`config.mk`:
```
export PLATFORM = sky130hd
export DESIGN_NAME = cpu_perf_monitor
export DESIGN_NICKNAME = d
export VERILOG_FILES = /design/src/rtl/perf_mon_pkg.sv /design/src/rtl/perf_event_counter.sv /design/src/rtl/cpu_perf_monitor.sv
export SDC_FILE = /design/constraint.sdc
export NUM_CORES = 1
export LEC_CHECK = 0
export ABC_AREA = 1
export CORE_MARGIN = 4
export CORE_UTILIZATION = 57
export DETAILED_ROUTE_END_ITERATION = 8
export PLACE_DENSITY = 0.8
export SLEW_MARGIN = 20
export SYNTH_ARGS = -nofsm -noshare
export SYNTH_HDL_FRONTEND = slang
export SYNTH_SLANG_ARGS = --single-unit
```
`constraint.sdc`:
```
create_clock -name clk -period 2.15 [get_ports clk]
set_input_delay 0.43 -clock clk [delete_from_list [all_inputs] [get_ports clk]]
set_output_delay 0.43 -clock clk [all_outputs]
set_load 0.02 [all_outputs]
```
`src/rtl/perf_mon_pkg.sv`:
```
// Shared types and helpers for the CPU performance monitor.
// Imported by the monitor top and its event counters.
package perf_mon_pkg;

    typedef enum logic [1:0] {
        IDLE    = 2'd0,
        RUN     = 2'd1,
        HALTED  = 2'd2,
        TIMEOUT = 2'd3
    } state_t;

    // Cycle counter sits directly after the last event channel.
    localparam int CYC_SEL_OFFSET = 0;

    function automatic int idx_w(input int n);
        return $clog2(n + 1);
    endfunction

endpackage

```
`src/rtl/perf_event_counter.sv`:
```
// Single event counter with saturate-or-wrap and sticky overflow.
// Shared by every event channel and the cycle counter.
module perf_event_counter
    import perf_mon_pkg::*;
#(
    parameter int CNT_W    = 32,
    parameter int SAT_MODE = 1
) (
    input  logic             clk,
    input  logic             rst_n,
    input  logic             clr,
    input  logic             inc,
    output logic [CNT_W-1:0] cnt,
    output logic             ovf
);

    always_ff @(posedge clk) begin
        if (!rst_n || clr) begin
            cnt <= '0;
            ovf <= 1'b0;
        end else if (inc) begin
            if (&cnt) begin
                ovf <= 1'b1;
                cnt <= (SAT_MODE != 0) ? cnt : '0;
            end else begin
                cnt <= cnt + 1'b1;
            end
        end
    end

endmodule

```
`src/rtl/cpu_perf_monitor.sv`:
```
// Performance monitor: event/cycle counters, halt/watchdog freeze,
// and a single-outstanding read port.
module cpu_perf_monitor
    import perf_mon_pkg::*;
#(
    parameter int          NUM_EVT  = 8,
    parameter int          CNT_W    = 32,
    parameter int          SAT_MODE = 1,
    parameter int unsigned MAX_CYC  = 100000,
    parameter int          IDX_W    = idx_w(NUM_EVT)
) (
    input  logic               clk,
    input  logic               rst_n,
    input  logic               en,
    input  logic [NUM_EVT-1:0] evt,
    input  logic               hlt,
    input  logic               clr,
    input  logic               rd_req,
    input  logic [IDX_W-1:0]   rd_idx,
    output logic               rd_ack,
    output logic [CNT_W-1:0]   rd_data,
    output logic               rd_err,
    output logic [NUM_EVT-1:0] ovf,
    output logic [1:0]         state,
    output logic               done
);

    localparam int CYC_IDX = NUM_EVT + CYC_SEL_OFFSET;

    state_t           st;
    state_t           stNext;
    logic [CNT_W-1:0] cnts [NUM_EVT+1];
    logic [NUM_EVT:0] inc;
    logic             running;
    logic [CNT_W-1:0] cycPost;
    logic             wdHit;
    logic             rdPend;
    logic [IDX_W-1:0] rdIdxQ;
    logic [CNT_W-1:0] selData;
    logic             selErr;
    logic             unusedCycOvf;

    assign running = (st == RUN) && !clr;
    assign inc     = {running, evt & {NUM_EVT{running}}};

    for (genvar i = 0; i <= NUM_EVT; i++) begin : gCnt
        if (i < CYC_IDX) begin : gEvt
            perf_event_counter #(
                .CNT_W    (CNT_W),
                .SAT_MODE (SAT_MODE)
            ) uCnt (
                .clk   (clk),
                .rst_n (rst_n),
                .clr   (clr),
                .inc   (inc[i]),
                .cnt   (cnts[i]),
                .ovf   (ovf[i])
            );
        end else begin : gCyc
            perf_event_counter #(
                .CNT_W    (CNT_W),
                .SAT_MODE (SAT_MODE)
            ) uCnt (
                .clk   (clk),
                .rst_n (rst_n),
                .clr   (clr),
                .inc   (inc[i]),
                .cnt   (cnts[i]),
                .ovf   (unusedCycOvf)
            );
        end
    end

    // Watchdog compares against the value the cycle counter takes this edge.
    assign cycPost = ((SAT_MODE != 0) && (&cnts[CYC_IDX]))
                   ? cnts[CYC_IDX]
                   : cnts[CYC_IDX] + 1'b1;
    assign wdHit = (MAX_CYC != 0)
                && (64'(cycPost) == 64'(MAX_CYC));

    always_comb begin
        stNext = st;
        unique case (st)
            IDLE:    if (en) stNext = RUN;
            RUN: begin
                if (hlt)        stNext = HALTED;
                else if (wdHit) stNext = TIMEOUT;
            end
            HALTED:  stNext = HALTED;
            TIMEOUT: stNext = TIMEOUT;
            default: stNext = IDLE;
        endcase
        if (clr) stNext = IDLE;
    end

    always_ff @(posedge clk) begin
        if (!rst_n) st <= IDLE;
        else        st <= stNext;
    end

    assign state = st;
    assign done  = (st == HALTED) || (st == TIMEOUT);

    always_comb begin
        selData = '0;
        selErr  = 1'b0;
        if (int'(rdIdxQ) > NUM_EVT) selErr  = 1'b1;
        else                        selData = cnts[rdIdxQ];
    end

    // Index latched at accept; data sampled one edge later so it
    // reflects the counters after the accept edge's update.
    always_ff @(posedge clk) begin
        if (!rst_n || clr) begin
            rdPend  <= 1'b0;
            rdIdxQ  <= '0;
            rd_ack  <= 1'b0;
            rd_data <= '0;
            rd_err  <= 1'b0;
        end else begin
            rd_ack <= rdPend;
            rdPend <= rd_req && !rdPend;
            if (rd_req && !rdPend) rdIdxQ <= rd_idx;
            if (rdPend) begin
                rd_data <= selData;
                rd_err  <= selErr;
            end
        end
    end

endmodule

```
==> reports/results.ini <==
[sta]
tightest_slew_ns=0.7053
fin_hold_ws_ns=0.4540
finalHoldViolations=0
finClkSkew_ns=0.01746
min_period_over_period=0.9780
setup-violations-final=0
slew-limit-headroom=0.5293
max_freq_ghz=0.4756
period_needed_ns=2.103
final_max_slew_viol_count=0
layout_setup_ws_ns=0.04732
rsz0062_at_grt=true

[worst_hold_path]
min_path_type=reg -> reg

[logic_synthesis]
synth-seq-cells=337
syn_area_per_cell_um2=6.357
synth_cell_type_count=51
syn_inst=3187
synth_enable_flop_cells=0
yosysSeqAreaShare=0.3330
syn-cell-area_mm2=0.02026
ys_dominant_reg_cell=dfxtp_1
synthArstFlopShare=0
synth_nets=3214
ys_warn_count=0

[clocking]
cts_max_level=2
cts_hold_repair.buffers=0
cts.sinks=337
cts_root_buffer=clkbuf_16
cts_tree=yes
clk_transition_reported_paths_ns=0.06
cts_buffers=38
clock_latency_ns=0.57
clk_path_buf_depth=3

[setup_path]
cp-start-kind=flip-flop
crit_cells=16
crit_slowest_cell=dfxtp_4
worst-path-max-fanout=10
crit_path_cell_trace=ha_4, inv_2, nor2_4, nand2_4, nor2_8, nand2_4, buf_12, nand2_1, nand2_1, nor3_2, nand2_1, nor2_1, nand2_1, nand2_1, nand3_1, nor2_1
cp-endpoint=state[1]$_SDFFE_PP0P_
path_class=reg -> reg
critPathTopFamily=simple AND/OR/NAND/NOR gates
r2r_start=gCnt[8].gCyc.uCnt.cnt[0]$_SDFFE_PP0P_
worstPathArrival_ns=2.60
crit_top_cell=nand2_1
crit_start=gCnt[8].gCyc.uCnt.cnt[0]$_SDFFE_PP0P_
slowest_delay_ns=0.38
end_kind=flip-flop
reg2reg_depth=16
cp_num_buf_inv=2
required_ns=2.65
worstReg2RegEnd=state[1]$_SDFFE_PP0P_
worst-r2r-setup-slack_ns=0.05

[layout]
area_growth_pct=22.48
nNetsFinal=3432
num_antenna_cells=0
drive_gt1_frac=0.1404
instances_no_fill=3889

[placement]
post-place-ws_ns=-0.3893
hpwl_um=58290
io_buffer_count=62
dpl.cell_count=3805
place.gp.congestion=1.038

[die]
dieHeight_um=196.5
placementRows=68
core_area_mm2=0.03480
die_w_um=196.5
die_area_mm2=0.03862
start_util=0.5822
io_pins=63

[global_route]
grt_overflow=0
grt_pass1_wl_um=118700
grt_pass1_vias=21768
grt_use_total=0.3837
grt_max_degree=76
antenna_found_initial=2

[detailed_routing]
routedWlPerCell_um=19.77
via_per_inst=6.051
routed_wl_um=76890
drt-initial-drc-count=2517
drt_pass1_iterations=7
drcViolationCount=0
ant_nets=0
vias=23532

[pwr]
ir_drop_mv=0.6654
p_leak_nw=8.466
power_density_mw_per_mm2=574.6

[job]
cap_violations=0

[outcome]
status=finished, final reports clean

==> cell type report <==
class	instances	area [um^2]
inverters	380	1438
well taps	455	569.3
clock buffers	56	1150
flip-flops and latches	337	6782
clock inverters	13	176.4
multi-input cells	2335	11960
fillers	2977	9986
repair buffers	313	2736
==> layer usage <==
metal | global-route usage | part of all wire
met1 | 0.5069 | 0.39
met2 | 0.6038 | 0.44
met3 | 0.07675 | 0.11
met4 | 0.1849 | 0.059
met5 | 0 | 0.00031
==> cell usage after synthesis, types with 6 or more instances <==
cell type / instances / area [um^2]
buf_1: 8 / 30.03
nor3b_1: 13 / 97.59
o211ai_1: 44 / 330.3
xnor2_1: 6 / 52.55
o21a_1: 20 / 150.1
nor2_4: 6 / 67.56
xor2_1: 78 / 683.2
nor2_1: 330 / 1239
buf_4: 11 / 82.58
nand2_2: 7 / 43.79
nor3_1: 174 / 870.8
nor4_1: 46 / 287.8
nand3_1: 127 / 635.6
a31oi_1: 42 / 262.8
dfxtp_1: 337 / 6746
nand4_1: 75 / 469.2
nand3b_1: 10 / 75.07
o2111ai_1: 32 / 280.3
inv_1: 374 / 1404
ha_1: 9 / 112.6
buf_2: 15 / 75.07
nand2_1: 728 / 2733
o21ai_0: 257 / 1286
a21oi_1: 285 / 1426
nor2_2: 9 / 56.30
clkbuf_1: 99 / 371.6
==> worst min-delay path, cell delays in order, from the launching register on <==
cell	delay, ns
dfxtp_1	0.31
inv_1	0.04
a21oi_1	0.05
==> timing repair <==
item | 4_1_cts | 5_1_grt
endpoints found under the hold margin | 0 | 0
setup endpoints to repair | 22 | 141
resized for setup | 11 | 134
setup buffers | 2 | 13
pin swaps | 1 | 21
==> worst min-delay path by stage <==
stage | from | endpoint | slack [ns] | depth (start not counted)
global route | hlt | state[0]$_SDFFE_PP0P_ | 0.48 | 2
finish | gCnt[5].gEvt.uCnt.ovf$_SDFFE_PP0P_ | gCnt[5].gEvt.uCnt.ovf$_SDFFE_PP0P_ | 0.45 | 2
global placement | gCnt[5].gEvt.uCnt.ovf$_SDFFE_PP0P_ | gCnt[5].gEvt.uCnt.ovf$_SDFFE_PP0P_ | 0.44 | 2
detailed placement | gCnt[5].gEvt.uCnt.ovf$_SDFFE_PP0P_ | gCnt[5].gEvt.uCnt.ovf$_SDFFE_PP0P_ | 0.45 | 2
floorplan | gCnt[3].gEvt.uCnt.ovf$_SDFFE_PP0P_ | gCnt[3].gEvt.uCnt.ovf$_SDFFE_PP0P_ | 0.43 | 2
CTS | gCnt[5].gEvt.uCnt.ovf$_SDFFE_PP0P_ | gCnt[5].gEvt.uCnt.ovf$_SDFFE_PP0P_ | 0.46 | 2
==> cells by family (layout without fill, tap and decap cells) <==
logic type	Yosys count	after routing	share of synthesized area
buffers and inverters	515	762	0.09894
adder cells (fa/ha/maj)	9	9	0.005559
flip-flops	337	337	0.3330
AND/OR/NAND/NOR	1547	1547	0.3354
AO/OA/AOI/OAI	695	695	0.1907
XOR/XNOR	84	84	0.03632
==> power by group <==
group	internal, mW	switching [mW]
clock	4.19	2.81
sequential	6.28	0.0384
combinational	0.298	0.643
==> metrics by stage <==
stage	total power, mW	util	TNS, ns	area (um^2)
finish	14.26	0.7130	0	24810
global route	14.59	0.7130	-0.2338	24810
CTS	14.25	0.6974	0	24270
detailed placement	7.356	0.6577	-26.06	22890
global placement	7.344	0.6577	-17.05	22890
floorplan	6.934	-	0	20260
==> placed cells by master (no fill, tap or decap), types with 6 or more instances in the layout <==
cell type and count:
a21oi_1 284, a31oi_1 42, buf_12 18, buf_4 232, clkbuf_1 6, clkbuf_16 39, clkbuf_8 11, clkdlybuf4s50_1 61
dfxtp_1 313, dfxtp_2 22, inv_1 369, inv_2 7, nand2_1 715, nand2_2 17, nand3_1 125, nand3b_1 10
nand4_1 75, nor2_1 294, nor2_2 38, nor2_4 13, nor3_1 150, nor3_2 26, nor3b_1 12, nor4_1 38
o2111ai_1 32, o211ai_1 44, o21a_1 20, o21ai_0 250, o21ai_1 8, xnor2_1 6, xor2_1 78
==> registers in the layout, summed over array words and instances (netlist names), 2 cells and up <==
register,cells
gCnt.gCyc.uCnt.cnt,32
rdIdxQ,4
rd_data,32
gCnt.gEvt.uCnt.ovf,8
gCnt.gEvt.uCnt.cnt,256
state,2
(Power assumes the default switching activity.)
